$ cat src/rtl/prog_load_ctrl_pkg.sv
// Shared types and widths for the program loader.
// State encoding plus ROM address and data widths.
package prog_load_ctrl_pkg;
    localparam int ROM_AW = 14;
    localparam int WORD_W = 32;

    typedef enum logic [2:0] {
        ST_IDLE,
        ST_WAIT_FIRST,
        ST_LOAD,
        ST_FLUSH,
        ST_DONE
    } state_e;
endpackage

$ cat src/rtl/prog_load_ctrl_byte_packer.sv
// Little-endian byte-to-word assembler for the program loader.
// Emits a registered one-cycle word_valid pulse after the 4th byte.
module byte_packer
    import prog_load_ctrl_pkg::*;
(
    input  logic              clk,
    input  logic              rst_n,
    input  logic              clr_i,
    input  logic              byte_valid_i,
    input  logic [7:0]        byte_i,
    output logic              word_valid_o,
    output logic [WORD_W-1:0] word_o,
    output logic [WORD_W-1:0] part_o,
    output logic [1:0]        idx_o
);
    logic [1:0]        idx_q;
    logic [WORD_W-1:0] buf_q;
    logic [WORD_W-1:0] word_q;
    logic              wv_q;
    logic [WORD_W-1:0] merged;

    always_comb begin
        merged = buf_q;
        merged[{idx_q, 3'b000} +: 8] = byte_i;
    end

    always_ff @(posedge clk or negedge rst_n) begin
        if (!rst_n) begin
            idx_q  <= '0;
            buf_q  <= '0;
            word_q <= '0;
            wv_q   <= 1'b0;
        end else begin
            wv_q <= 1'b0;
            if (clr_i) begin
                idx_q <= '0;
                buf_q <= '0;
            end else if (byte_valid_i) begin
                idx_q <= idx_q + 2'd1;
                if (idx_q == 2'd3) begin
                    // buffer restarts empty so a later flush is zero-padded
                    word_q <= merged;
                    wv_q   <= 1'b1;
                    buf_q  <= '0;
                end else begin
                    buf_q <= merged;
                end
            end
        end
    end

    assign word_valid_o = wv_q;
    assign word_o       = word_q;
    assign part_o       = buf_q;
    assign idx_o        = idx_q;
endmodule

$ cat src/rtl/prog_load_ctrl.sv
// Serial program loader: packs rx bytes into ROM words, holds the CPU in reset.
// Optional LOAD_CHECKSUM_EN enables the running chk_sum adder.
module prog_load_ctrl
    import prog_load_ctrl_pkg::*;
#(
    parameter int TIMEOUT_CYCLES = 100000,
    parameter int MAX_WORDS      = 16384
) (
    input  logic              clk,
    input  logic              rst,
    input  logic              load_req,
    input  logic              rx_valid,
    input  logic [7:0]        rx_byte,
    input  logic [ROM_AW-1:0] fetch_addr,
    output logic              rom_we,
    output logic [ROM_AW-1:0] rom_addr,
    output logic [WORD_W-1:0] rom_wdata,
    output logic              cpu_rst_n,
    output logic              busy,
    output logic              load_done,
    output logic              err,
    output logic [ROM_AW-1:0] word_count,
    output logic [WORD_W-1:0] chk_sum
);
    localparam logic [31:0]     TMO_LAST  = 32'(TIMEOUT_CYCLES - 1);
    localparam logic [ROM_AW:0] LAST_WORD = (ROM_AW + 1)'(MAX_WORDS - 1);

    state_e            state_q, state_d;
    logic [ROM_AW-1:0] wc_q, wc_d;
    logic [31:0]       tmo_q, tmo_d;
    logic              done_q, done_d;
    logic              err_q, err_d;
    logic              crst_q;
    logic              start;
    logic              we;
    logic              pk_clr;
    logic              pk_valid;
    logic              pk_wv;
    logic [WORD_W-1:0] pk_word;
    logic [WORD_W-1:0] pk_part;
    logic [1:0]        pk_idx;
    logic              at_last;
    logic              rom_own;

    byte_packer u_packer (
        .clk          (clk),
        .rst_n        (rst),
        .clr_i        (pk_clr),
        .byte_valid_i (pk_valid),
        .byte_i       (rx_byte),
        .word_valid_o (pk_wv),
        .word_o       (pk_word),
        .part_o       (pk_part),
        .idx_o        (pk_idx)
    );

    assign rom_own = (state_q == ST_IDLE) || (state_q == ST_DONE);
    assign start   = load_req && rom_own;
    assign at_last = ({1'b0, wc_q} == LAST_WORD);

    always_comb begin
        state_d  = state_q;
        wc_d     = wc_q;
        tmo_d    = tmo_q;
        done_d   = done_q;
        err_d    = err_q;
        pk_clr   = 1'b0;
        pk_valid = 1'b0;
        we       = 1'b0;
        unique case (state_q)
            ST_IDLE, ST_DONE: begin
                if (start) begin
                    state_d = ST_WAIT_FIRST;
                    wc_d    = '0;
                    tmo_d   = '0;
                    done_d  = 1'b0;
                    err_d   = 1'b0;
                    pk_clr  = 1'b1;
                end
            end
            ST_WAIT_FIRST: begin
                if (rx_valid) begin
                    pk_valid = 1'b1;
                    tmo_d    = '0;
                    state_d  = ST_LOAD;
                end
            end
            ST_LOAD: begin
                pk_valid = rx_valid && !(pk_wv && at_last);
                tmo_d    = rx_valid ? '0 : tmo_q + 32'd1;
                if (pk_wv) begin
                    we   = 1'b1;
                    wc_d = wc_q + 1'b1;
                end
                if (pk_wv && at_last) begin
                    state_d = ST_DONE;
                    err_d   = 1'b1;
                end else if (!rx_valid && tmo_q == TMO_LAST) begin
                    state_d = (pk_idx == 2'd0) ? ST_DONE : ST_FLUSH;
                end
            end
            ST_FLUSH: begin
                we      = 1'b1;
                wc_d    = wc_q + 1'b1;
                err_d   = 1'b1;
                pk_clr  = 1'b1;
                state_d = ST_DONE;
            end
            default: state_d = ST_IDLE;
        endcase
        if (state_d == ST_DONE) done_d = 1'b1;
    end

    always_ff @(posedge clk or negedge rst) begin
        if (!rst) begin
            state_q <= ST_IDLE;
            wc_q    <= '0;
            tmo_q   <= '0;
            done_q  <= 1'b0;
            err_q   <= 1'b0;
            crst_q  <= 1'b0;
        end else begin
            state_q <= state_d;
            wc_q    <= wc_d;
            tmo_q   <= tmo_d;
            done_q  <= done_d;
            err_q   <= err_d;
            // tracks next state so the CPU leaves reset on the DONE edge
            crst_q  <= !((state_d == ST_WAIT_FIRST) ||
                         (state_d == ST_LOAD) ||
                         (state_d == ST_FLUSH));
        end
    end

    assign rom_we     = we;
    assign rom_addr   = rom_own ? fetch_addr : wc_q;
    assign rom_wdata  = (state_q == ST_FLUSH) ? pk_part : pk_word;
    assign busy       = !rom_own;
    assign cpu_rst_n  = crst_q;
    assign load_done  = done_q;
    assign err        = err_q;
    assign word_count = wc_q;

`ifdef LOAD_CHECKSUM_EN
    logic [WORD_W-1:0] chk_q;

    always_ff @(posedge clk or negedge rst) begin
        if (!rst) begin
            chk_q <= '0;
        end else if (start) begin
            chk_q <= '0;
        end else if (we) begin
            chk_q <= chk_q + rom_wdata;
        end
    end

    assign chk_sum = chk_q;
`else
    assign chk_sum = '0;
`endif
endmodule

$ cat config.mk
export PLATFORM = sky130hd
export DESIGN_NAME = prog_load_ctrl
export DESIGN_NICKNAME = d
export VERILOG_FILES = /design/src/rtl/prog_load_ctrl_pkg.sv /design/src/rtl/prog_load_ctrl_byte_packer.sv /design/src/rtl/prog_load_ctrl.sv
export SDC_FILE = /design/constraint.sdc
export NUM_CORES = 1
export LEC_CHECK = 0
export BUFFER_PORTS_ARGS = -buffer_cell sky130_fd_sc_hd__buf_2
export CORE_MARGIN = 2
export CORE_UTILIZATION = 30
export DETAILED_ROUTE_END_ITERATION = 8
export GPL_TIMING_DRIVEN = 0
export PLACE_DENSITY_LB_ADDON = 0.2
export SYNTH_ARGS = -nofsm -noshare
export SYNTH_HDL_FRONTEND = slang
export SYNTH_SLANG_ARGS = --single-unit
export TNS_END_PERCENT = 20
$ cat constraint.sdc
create_clock -name clk -period 2.4 [get_ports clk]
set_input_delay 0.12 -clock clk [delete_from_list [all_inputs] [get_ports clk]]
set_output_delay 0.12 -clock clk [all_outputs]
set_load 0.02 [all_outputs]
==> run_results.csv <==
group,metric,value,unit
placement,port_buffers,90,
power_and_ir_drop,power_density,859,nW/um^2
critical_path,startpoint_type,"flip-flop",
detailed_routing,viasPerCell,5.26,
layout,fillers,2495,
critical_path,r2r-end,"u_packer.part_o[4]",
floorplan,fp-row-count,57,
detailed_routing,drt-wirelength-per-cell,17.6,um
power_and_ir_drop,vdd_ir_drop_max,0.421,mV
clocking,clk_latency,0.43,ns
layout,antennaDiodeCount,0,
global_route,grt_use_met3,0.0377,
critical_path,critPathMostFrequentCell,"clkbuf_2",
global_route,grt_busiest_layer,"met2",
global_route,grt_pass1_vias,6648,
detailed_routing,wl,23.3,mm
global_route,met1_usage,0.246,
synthesis,synth_top_area_cell,"dfrtp_1",
clocking,cts_sinks,119,
sta,maxClockFrequency,431,MHz
global_route,gr-usage-all-layers,0.176,
critical_path,cp_max_fo,11,
clocking,path_clk_slew,0.06,ns
critical_path,crit-reg2reg-launch,"u_packer.idx_o[0]",
placement,dp_hpwl,16.5,mm
global_route,met2_usage,0.270,
detailed_routing,dr_total_vias,6950,
outcome,outcome,"finished, final reports clean",
synthesis,netlist_top_cells_area,"dfrtp_1 40%, o211ai_1 6.6%, mux2_2 6.6%",
sta,setup_ws,0.0810,ns
critical_path,worst_r2r_path_depth,9,
placement,gp_congestion,0.868,
sta,hold_viol,0,
synthesis,synth_top_area_share,0.396,
synthesis,synth.most_common_cell,"dfrtp_1",
power_and_ir_drop,p_total,7.97,mW
synthesis,syn_avg_cell_area,8.90,sq um
sta,period_minus_slack,2.32,ns
sta,setup_violations,0,
detailed_routing,drcViolationCount,0,
layout,final_cells,1321,
placement,placed_area,8530,sq um
worst_hold_path,hold_path_end,"u_packer.word_o[23]",
global_route,overflow,0,
detailed_routing,first_pass_iters,5,
worst_hold_path,min_from,"rx_byte[7]",
clocking,cts_tree,"done",
synthesis,ys_seq_area_frac,0.396,
layout,final_net_count,1018,
sta,slew_headroom,0.415,
sta,fin_crit_sh,0.966,
global_route,antenna_found_initial,0,
critical_path,cp-end-kind,"flip-flop",
layout,fin_area,9280,sq um
synthesis,syn_inst,846,
critical_path,r2r_slack,0.08,ns
synthesis,synth_edf_count,0,
clocking,cts_root_buffer,"clkbuf_16",
synthesis,synthTopCellsByCount,"119 x dfrtp_1, 102 x nand2_1, 85 x o21ai_0, 66 x o211ai_1, 45 x inv_1",
detailed_routing,postRouteAntennaNets,0,
critical_path,arrival,2.66,ns
floorplan,io_pins,123,
synthesis,async_flop_share,1.00,
critical_path,critPathRequiredTime,2.74,ns
global_route,grt_max_degree,62,
floorplan,coreArea,24500,sq um
power_and_ir_drop,leakage,4.08,nW
floorplan,die_area,26400,sq um
run,maxCapViolCount,0,
synthesis,synth_ff_type,"dfrtp_1",
critical_path,crit_chain,"inv_1 > ha_2 > clkbuf_2 > nor4bb_1 > buf_2 > and2_1 > clkbuf_2 > a32oi_1 > o211ai_1",
worst_hold_path,hold_class,"in2reg",
synthesis,yosysWarnings,0,
floorplan,die_h,162,um
sta,slew_violations,0,
detailed_routing,drt_iter0_drc,495,
floorplan,dieWidth,162,um
synthesis,ys_seq_elements,119,
worst_hold_path,holdPathStages,4,
synthesis,synth_area,7530,sq um
floorplan,start_util,0.308,
sta,fin_skew,0.0138,ns
placement,pre_cts_ws,-0.420,ns
clocking,cts_setup_buffers,0,
sta,tightest_slew,0.869,ns
clocking,cts_max_path_buffers,2,
critical_path,critPathKind,"reg2reg",
clocking,cts-htree-levels,4,
layout,drive_gt1_frac,0.259,
layout,syn_to_final_growth,23.3,%
critical_path,slowest_delay,0.48,ns
synthesis,synth_cell_types,61,
sta,tns,0,ns
sta,whs,0.161,ns
clocking,cts_buffers,17,
sta,rsz0062_at_grt,"true",
layout,fin_util,0.379,
placement,numPlacedInstances,1292,
critical_path,cp_slowest_cell,"dfrtp_2",
global_route,grt_pass1_wl,36.5,mm
kinds of logic (layout without fill, tap and decap cells):
family,Yosys count,after routing,share of synthesized area
flops,119,119,0.396
mux,55,55,0.0805
xor+xnor,5,5,0.00582
compound gates,253,253,0.227
other cells,1,32,0.000498
buf+inv,138,258,0.0878
fa+ha+maj,8,8,0.0133
simple gates,267,267,0.190
report_power, final:
part	switching (mW)	internal, mW	total (mW)	leakage (nW)
Sequential	0.176	2.21	2.38	1.64
Combinational	1.91	0.896	2.81	2.12
Clock	0.987	1.79	2.78	0.314
per-layer routing:
layer  wire, um  vias up  part of all wire
li1           -     3353                 -
met1      11100     3371              0.48
met2      10600      199              0.46
met3       1150       27             0.050
met4        410        0             0.018
met5          0        -                 0
layout make-up:
cell class | instances | area (sq um) | area share
clock inverter | 12 | 175 | 0.0189
buffer | 88 | 510 | 0.0550
multi-input combinational | 620 | 4080 | 0.439
inverter | 45 | 169 | 0.0182
tap | 324 | 405 | 0.0437
timing repair buffer | 93 | 504 | 0.0543
sequential | 119 | 2980 | 0.321
clock buffer | 20 | 457 | 0.0492
placed cells by master (no fill, tap or decap), types with 7 or more instances in the layout:
cell and n:
nor2_1 21, clkbuf_2 13, or4_1 15, nand2_1 101, or3_1 7, and2_1 13
nand3_1 27, buf_4 32, mux2_2 44, o31ai_1 13, clkbuf_1 19, conb_1 32
a21oi_1 23, dfrtp_1 116, nand2b_1 12, nand4_1 16, a32oi_1 33, clkbuf_16 17
o211ai_1 66, o21ai_0 81, mux2i_1 11, nor2b_1 10, inv_1 45, buf_2 106
flip-flops by register name (all words and copies together), names as in the netlist:
name,flops
u_packer.word_o,32
u_packer.part_o,32
word_count,14
load_done,1
state_q,3
u_packer.word_valid_o,1
err,1
cpu_rst_n,1
tmo_q,32
u_packer.idx_o,2
critical path, delay by kind of cell (launching register included):
family | cells | cell delay [ns]
AND/OR/NAND/NOR | 2 | 0.45
flip-flops | 1 | 0.48
AO/OA/AOI/OAI | 2 | 0.30
buffers and inverters | 4 | 0.84
adder cells (fa/ha/maj) | 1 | 0.18
worst max-delay path by stage:
stage	from	depth (start not counted)	slack [ns]	end
global placement	rst	1	-0.54	u_packer.word_o[11]
finish	u_packer.idx_o[0]	9	0.08	u_packer.part_o[4]
detailed placement	u_packer.idx_o[0]	9	-0.42	u_packer.part_o[4]
CTS	state_q[0]	6	-0.06	u_packer.word_o[25]
floorplan	u_packer.idx_o[0]	9	0.25	u_packer.part_o[0]
global route	u_packer.idx_o[0]	7	-0.05	u_packer.part_o[23]
timing repair:
item	4_1_cts	5_1_grt
pin swaps	0	2
hold endpoints to repair	59	0
resized for setup	21	32
endpoints found under the setup margin	98	95
hold buffers	2	0
Note: power is estimated with default switching activity, not from simulation.
